--- config.mk ---
export PLATFORM = sky130hd
export DESIGN_NAME = modulo_controle_contador_5_bits
export DESIGN_NICKNAME = d
export VERILOG_FILES = /design/src/rtl/modulo_controle_pkg.sv /design/src/rtl/modulo_debounce.sv /design/src/rtl/modulo_controle_contador_5_bits.sv
export SDC_FILE = /design/constraint.sdc
export NUM_CORES = 1
export LEC_CHECK = 0
export CORE_AREA = 2 2 46 48
export DETAILED_ROUTE_END_ITERATION = 16
export DIE_AREA = 0 0 48 50
export GPL_ROUTABILITY_DRIVEN = 0
export PLACE_DENSITY = 0.76
export SLEW_MARGIN = 20
export SYNTH_ARGS = -nofsm -noshare
export SYNTH_HDL_FRONTEND = slang
export SYNTH_HIERARCHICAL = 1
export SYNTH_SLANG_ARGS = --single-unit
--- constraint.sdc ---
create_clock -name clk -period 4.05 [get_ports clk]
set_input_delay 0.81 -clock clk [delete_from_list [all_inputs] [get_ports clk]]
set_output_delay 0.81 -clock clk [all_outputs]
set_load 0.03 [all_outputs]
--- src/rtl/modulo_controle_pkg.sv ---
// modulo_controle_pkg: shared types and constants for the 5-bit counter command controller
package modulo_controle_pkg;
  localparam int LARGURA_CONT = 5;
  localparam int LARGURA_DEB = 8;
  typedef enum logic [2:0] {
    OCIOSO     = 3'd0,
    PASSO      = 3'd1,
    ESPERA_Q   = 3'd2,
    CARGA      = 3'd3,
    CARGA_HOLD = 3'd4
  } estado_t;
  function automatic logic [LARGURA_CONT-1:0] satura(input logic [LARGURA_CONT-1:0] v,
                                                     input logic [LARGURA_CONT-1:0] lim);
    return (v > lim) ? lim : v;
  endfunction
endpackage

--- src/rtl/modulo_debounce.sv ---
// modulo_debounce: 2-flop synchronizer, optional debouncer (CTRL_DEBOUNCE_EN) and rising-edge pulse
import modulo_controle_pkg::*;
module modulo_debounce #(
  parameter int DEBOUNCE_CYCLES = 4
) (
  input  logic clk,
  input  logic reset,
  input  logic i_bruto,
  output logic o_pulso
);
  logic r_s1;
  logic r_s2;
  logic r_nivel_d;
  logic w_nivel;
`ifdef CTRL_DEBOUNCE_EN
  localparam bit FILTRO = 1'b1;
`else
  localparam bit FILTRO = 1'b0;
`endif
  // bring the asynchronous input into the clk domain
  always_ff @(posedge clk) begin
    if (reset) begin
      r_s1 <= 1'b0;
      r_s2 <= 1'b0;
    end else begin
      r_s1 <= i_bruto;
      r_s2 <= r_s1;
    end
  end
  // a zero cycle count is outside the legal range and degenerates to the direct path
  generate
    if (FILTRO && DEBOUNCE_CYCLES > 0) begin : g_filtro
      localparam logic [LARGURA_DEB-1:0] CNT_FIM = LARGURA_DEB'(DEBOUNCE_CYCLES - 1);
      logic [LARGURA_DEB-1:0] r_cnt;
      logic r_nivel;
      // accept a new level only after it differs from the filtered one for DEBOUNCE_CYCLES samples
      always_ff @(posedge clk) begin
        if (reset) begin
          r_cnt   <= '0;
          r_nivel <= 1'b0;
        end else if (r_s2 == r_nivel) begin
          r_cnt <= '0;
        end else if (r_cnt == CNT_FIM) begin
          r_cnt   <= '0;
          r_nivel <= r_s2;
        end else begin
          r_cnt <= r_cnt + 1'b1;
        end
      end
      assign w_nivel = r_nivel;
    end else begin : g_direto
      assign w_nivel = r_s2;
    end
  endgenerate
  // previous filtered level for rising-edge detection
  always_ff @(posedge clk) begin
    if (reset) r_nivel_d <= 1'b0;
    else       r_nivel_d <= w_nivel;
  end
  assign o_pulso = w_nivel & ~r_nivel_d;
endmodule

--- src/rtl/modulo_controle_contador_5_bits.sv ---
// modulo_controle_contador_5_bits: command FSM for the 5-bit up/down counter; debounce via CTRL_DEBOUNCE_EN
import modulo_controle_pkg::*;
module modulo_controle_contador_5_bits #(
  parameter int DEBOUNCE_CYCLES = 4,
  parameter int LIMITE_MAX = 31
) (
  input  logic                    clk,
  input  logic                    reset,
  input  logic                    btn_up,
  input  logic                    btn_down,
  input  logic                    btn_load,
  input  logic [LARGURA_CONT-1:0] valor_load,
  input  logic [LARGURA_CONT-1:0] q,
  output logic                    up_down,
  output logic                    enable,
  output logic                    load,
  output logic [LARGURA_CONT-1:0] e_load,
  output logic                    cheio,
  output logic                    vazio,
  output logic                    erro
);
  localparam logic [LARGURA_CONT-1:0] W_MAX = LARGURA_CONT'(LIMITE_MAX);
  estado_t r_estado, w_prox;
  logic r_pend_up, r_pend_down, r_pend_load;
  logic w_pend_up, w_pend_down, w_pend_load;
  logic r_up_down, w_up_down;
  logic [LARGURA_CONT-1:0] r_e_load, w_e_load;
  logic r_erro, w_erro;
  logic w_ev_up, w_ev_down, w_ev_load;
  logic w_req_up, w_req_down, w_req_load;
  logic w_no_topo;
  modulo_debounce #(.DEBOUNCE_CYCLES(DEBOUNCE_CYCLES)) u_deb_up (
    .clk(clk), .reset(reset), .i_bruto(btn_up), .o_pulso(w_ev_up)
  );
  modulo_debounce #(.DEBOUNCE_CYCLES(DEBOUNCE_CYCLES)) u_deb_down (
    .clk(clk), .reset(reset), .i_bruto(btn_down), .o_pulso(w_ev_down)
  );
  modulo_debounce #(.DEBOUNCE_CYCLES(DEBOUNCE_CYCLES)) u_deb_load (
    .clk(clk), .reset(reset), .i_bruto(btn_load), .o_pulso(w_ev_load)
  );
  assign cheio     = (q == W_MAX);
  assign vazio     = (q == '0);
  assign w_no_topo = (q >= W_MAX);
  assign w_req_up   = w_ev_up   | r_pend_up;
  assign w_req_down = w_ev_down | r_pend_down;
  assign w_req_load = w_ev_load | r_pend_load;
  // idle arbitration (load, then up/down) and pending capture while a command is in flight
  always_comb begin
    w_prox      = r_estado;
    w_pend_up   = r_pend_up;
    w_pend_down = r_pend_down;
    w_pend_load = r_pend_load;
    w_up_down   = r_up_down;
    w_e_load    = r_e_load;
    w_erro      = 1'b0;
    if (r_estado == OCIOSO) begin
      w_pend_up   = w_req_up;
      w_pend_down = w_req_down;
      w_pend_load = 1'b0;
      if (w_req_load) begin
        w_prox   = CARGA;
        w_e_load = satura(valor_load, W_MAX);
      end else if (w_req_up && w_req_down) begin
        w_pend_up   = 1'b0;
        w_pend_down = 1'b0;
      end else if (w_req_up) begin
        w_pend_up = 1'b0;
        w_erro    = w_no_topo;
        w_prox    = w_no_topo ? OCIOSO : PASSO;
        w_up_down = w_no_topo ? r_up_down : 1'b1;
      end else if (w_req_down) begin
        w_pend_down = 1'b0;
        w_erro      = vazio;
        w_prox      = vazio ? OCIOSO : PASSO;
        w_up_down   = vazio ? r_up_down : 1'b0;
      end
    end else begin
      w_pend_up   = r_pend_up   | w_ev_up;
      w_pend_down = r_pend_down | w_ev_down;
      w_pend_load = r_pend_load | w_ev_load;
      w_erro      = (w_ev_up & r_pend_up) | (w_ev_down & r_pend_down) | (w_ev_load & r_pend_load);
      w_prox      = (r_estado == PASSO) ? ESPERA_Q : (r_estado == CARGA) ? CARGA_HOLD : OCIOSO;
    end
  end
  // controller state; reset drops any in-flight command and pending requests
  always_ff @(posedge clk) begin
    if (reset) begin
      r_estado    <= OCIOSO;
      r_pend_up   <= 1'b0;
      r_pend_down <= 1'b0;
      r_pend_load <= 1'b0;
      r_up_down   <= 1'b1;
      r_e_load    <= '0;
      r_erro      <= 1'b0;
    end else begin
      r_estado    <= w_prox;
      r_pend_up   <= w_pend_up;
      r_pend_down <= w_pend_down;
      r_pend_load <= w_pend_load;
      r_up_down   <= w_up_down;
      r_e_load    <= w_e_load;
      r_erro      <= w_erro;
    end
  end
  assign enable  = (r_estado == PASSO);
  assign load    = (r_estado == CARGA);
  assign up_down = r_up_down;
  assign e_load  = r_e_load;
  assign erro    = r_erro;
endmodule

==> impl_metrics.csv <==
group,metric,value,unit
final_layout,nNetsFinal,125,
synth,synth_edf_count,0,
global_routing,grt-ovfl-total,0,
worst_setup_path,cp-startpoint,"q[1]",
worst_setup_path,r2r_start,"r_estado[1]",
worst_setup_path,reg2reg_to,"e_load[1]",
clock_network,cts_tree,"built",
die,die_x,48,µm
clock_network,cts-root-buf,"clkbuf_4",
die,design.core.area,1900,µm²
global_routing,grtUsageTotal,0.147,
drt,num_vias,678,
timing,setup_viol,0,
synth,yosysSeqAreaShare,0.529,
clock_network,cts_setup_buffers,0,
synth,ys_ff_latch,22,
place,dp_slack,0.695,ns
pwr,vdd_ir_drop_max,0.217,mV
timing,finalHoldViolCount,0,
clock_network,post_cts_resized,0,
clock_network,clock_sinks,22,
global_routing,grt_pass1_wl,2.56,mm
final_layout,area_growth,38.0,%
worst_setup_path,path_cells,"clkdlybuf4s50_1 > or3_1 > nor3_1 > clkdlybuf4s50_1",
global_routing,first_global_vias,651,
clock_network,insertion_delay,0.30,ns
place,place_hpwl,1.18,mm
global_routing,antenna_found_initial,0,
worst_setup_path,path_max_fanout,2,
die,ios,26,
worst_setup_path,worst_setup_path_end_kind,"output pin",
worst_setup_path,reg2regPathDepth,4,
timing,max_freq,0.298,GHz
timing,slew_violations,0,
clock_network,clock_path_buffers,2,
worst_setup_path,cp-start-kind,"input pin",
drt,drt_pass1_iterations,6,
worst_setup_path,crit_path_end,"vazio",
synth,async_flop_share,0,
synth,syn-num-nets,96,
worst_setup_path,arrival,2.54,ns
die,die_area,2400,µm²
synth,syn_area,832,µm²
synth,yosys_warnings,6,
final_layout,n_antenna_cell,0,
worst_setup_path,worst_path_most_repeated_cell,"clkdlybuf4s50_1",
hold_path,worstHoldPathCells,1,
clock_network,clkTransAtPathRegs,0.11,ns
final_layout,drive_gt1_frac,0.110,
worst_setup_path,slowest_stage,"clkdlybuf4s50_1",
synth,synthFlopType,"dfxtp_1",
timing,rsz0062_at_grt,"false",
pwr,power_leakage,0.436,nW
worst_setup_path,crit_type,"in2out",
timing,slew_headroom,0.466,
synth,synthTopCellsByArea,"dfxtp_1 (53%), nor2b_1 (6.8%), mux2i_1 (6.0%), nor3_1 (5.4%), nor2_1 (4.1%)",
synth,syn_avg_cell_area,10.3,µm²
final_layout,final_cell_mix,"clkdlybuf4s50_1 (25), dfxtp_1 (22), nor2_1 (9), nor3_1 (9), nor2b_1 (9)",
place,port_buffers,25,
die,initial_core_util,0.438,
synth,synth_top_area_frac,0.529,
synth,synth_cells,81,
worst_setup_path,worstPathRequired,3.24,ns
drt,wl_per_cell,11.5,µm
drt,drc,0,
worst_setup_path,r2r_setup_slack,2.65,ns
clock_network,h-tree-depth,1,
die,row_count,16,
job,maxCapViolations,0,
hold_path,hold_class,"reg2reg",
hold_path,hp-start,"u_deb_up/r_s1",
synth,yosysTopAreaCell,"dfxtp_1",
timing,period_minus_slack,3.35,ns
worst_setup_path,max_stage_delay,0.72,ns
pwr,power.total,0.424,mW
global_routing,grt_max_degree,25,
clock_network,cts_hold_buf,0,
timing,hold_ws,0.450,ns
drt,routed_via_density,4.99,
clock_network,cts_made_buffers,3,
status,status,"finished clean",
timing,tns,0,ns
timing,skew,0.00813,ns
die,die_y,50,µm
timing,setup_slack,0.697,ns
timing,worst_pin_slew,0.798,ns
drt,ant_nets,0,
final_layout,final_core_util,0.604,
timing,timing.final.crit_share,0.828,
drt,routed_wirelength,1.57,mm
synth,synth.distinct_cells,27,
drt,drt_iter0_drc,12,
final_layout,final_common_cell,"clkdlybuf4s50_1",
pwr,powerDensity,369,nW/µm²
through the flow:
stage          instance area [µm²]  instances
2_1_floorplan                  832         81
3_5_place_dp                  1110        132
5_1_grt                       1150        136
3_3_place_gp                  1110        132
6_report                      1150        136
4_1_cts                       1150        136
layout make-up:
class	count	area [µm²]
Clock buffer	4	36.3
Fill cell	176	753
Inverter	1	3.75
Multi-Input combinational cell	57	384
Sequential cell	22	440
Tap cell	27	33.8
Timing Repair Buffer	25	250
critical path, delay by kind of cell:
family / cells / cell delay [ns]
AND/OR/NAND/NOR: 2 / 0.60
buffers and inverters: 2 / 1.13
cell usage after synthesis (2+ instances only):
library cell,number
nor2_1,9
nor3_1,9
nor2b_2,3
nand2_1,3
or3_1,2
mux2i_1,5
nor2b_1,9
dfxtp_1,22
sequential cells by signal (all words and copies together) (netlist names):
signal,flops
r_pend_load,1
e_load,5
u_deb_load/r_s1,1
r_pend_down,1
u_deb_load/r_nivel_d,1
up_down,1
u_deb_load/r_s2,1
u_deb_down/r_s2,1
u_deb_up/r_nivel_d,1
u_deb_up/r_s1,1
u_deb_up/r_s2,1
u_deb_down/r_s1,1
u_deb_down/r_nivel_d,1
r_estado,3
erro,1
r_pend_up,1
cell families after synthesis:
| group | count (synthesis) | share of synthesized area |
|---|---|---|
| and+or+nand+nor | 43 | 0.317 |
| AOI/OAI and AO/OA | 8 | 0.0737 |
| buffers and inverters | 2 | 0.00901 |
| DFF | 22 | 0.529 |
| xor gates and xnor gates | 1 | 0.0105 |
| muxes | 5 | 0.0602 |
how the worst min path moves through the flow:
stage / to / slack [ns]
after floorplan: u_deb_down/r_s2 / 0.41
after global placement: u_deb_up/r_s2 / 0.42
after detailed placement: u_deb_up/r_s2 / 0.43
after CTS: u_deb_up/r_s2 / 0.46
after global routing: u_deb_up/r_s2 / 0.48
final: u_deb_up/r_s2 / 0.45
report_power, final:
| group | internal, mW | total [mW] | switching (mW) |
|---|---|---|---|
| clock | 0.0547 | 0.116 | 0.0608 |
| sequential | 0.226 | 0.232 | 0.00610 |
| combinational | 0.0376 | 0.0762 | 0.0387 |
| total | 0.318 | 0.424 | 0.106 |
per-layer routing:
| metal | part of all wire | vias to the layer above | global-route usage | routed length (µm) |
|---|---|---|---|---|
| met1 | 0.46 | 315 | 0.177 | 725 |
| li1 | - | 342 | - | - |
| met3 | 0.027 | 2 | 0.0330 | 43 |
| met4 | 0.012 | 0 | 0.0676 | 19 |
| met5 | 0 | - | 0 | 0 |
| met2 | 0.50 | 19 | 0.238 | 780 |
Note: power is estimated with default switching activity, not from simulation.
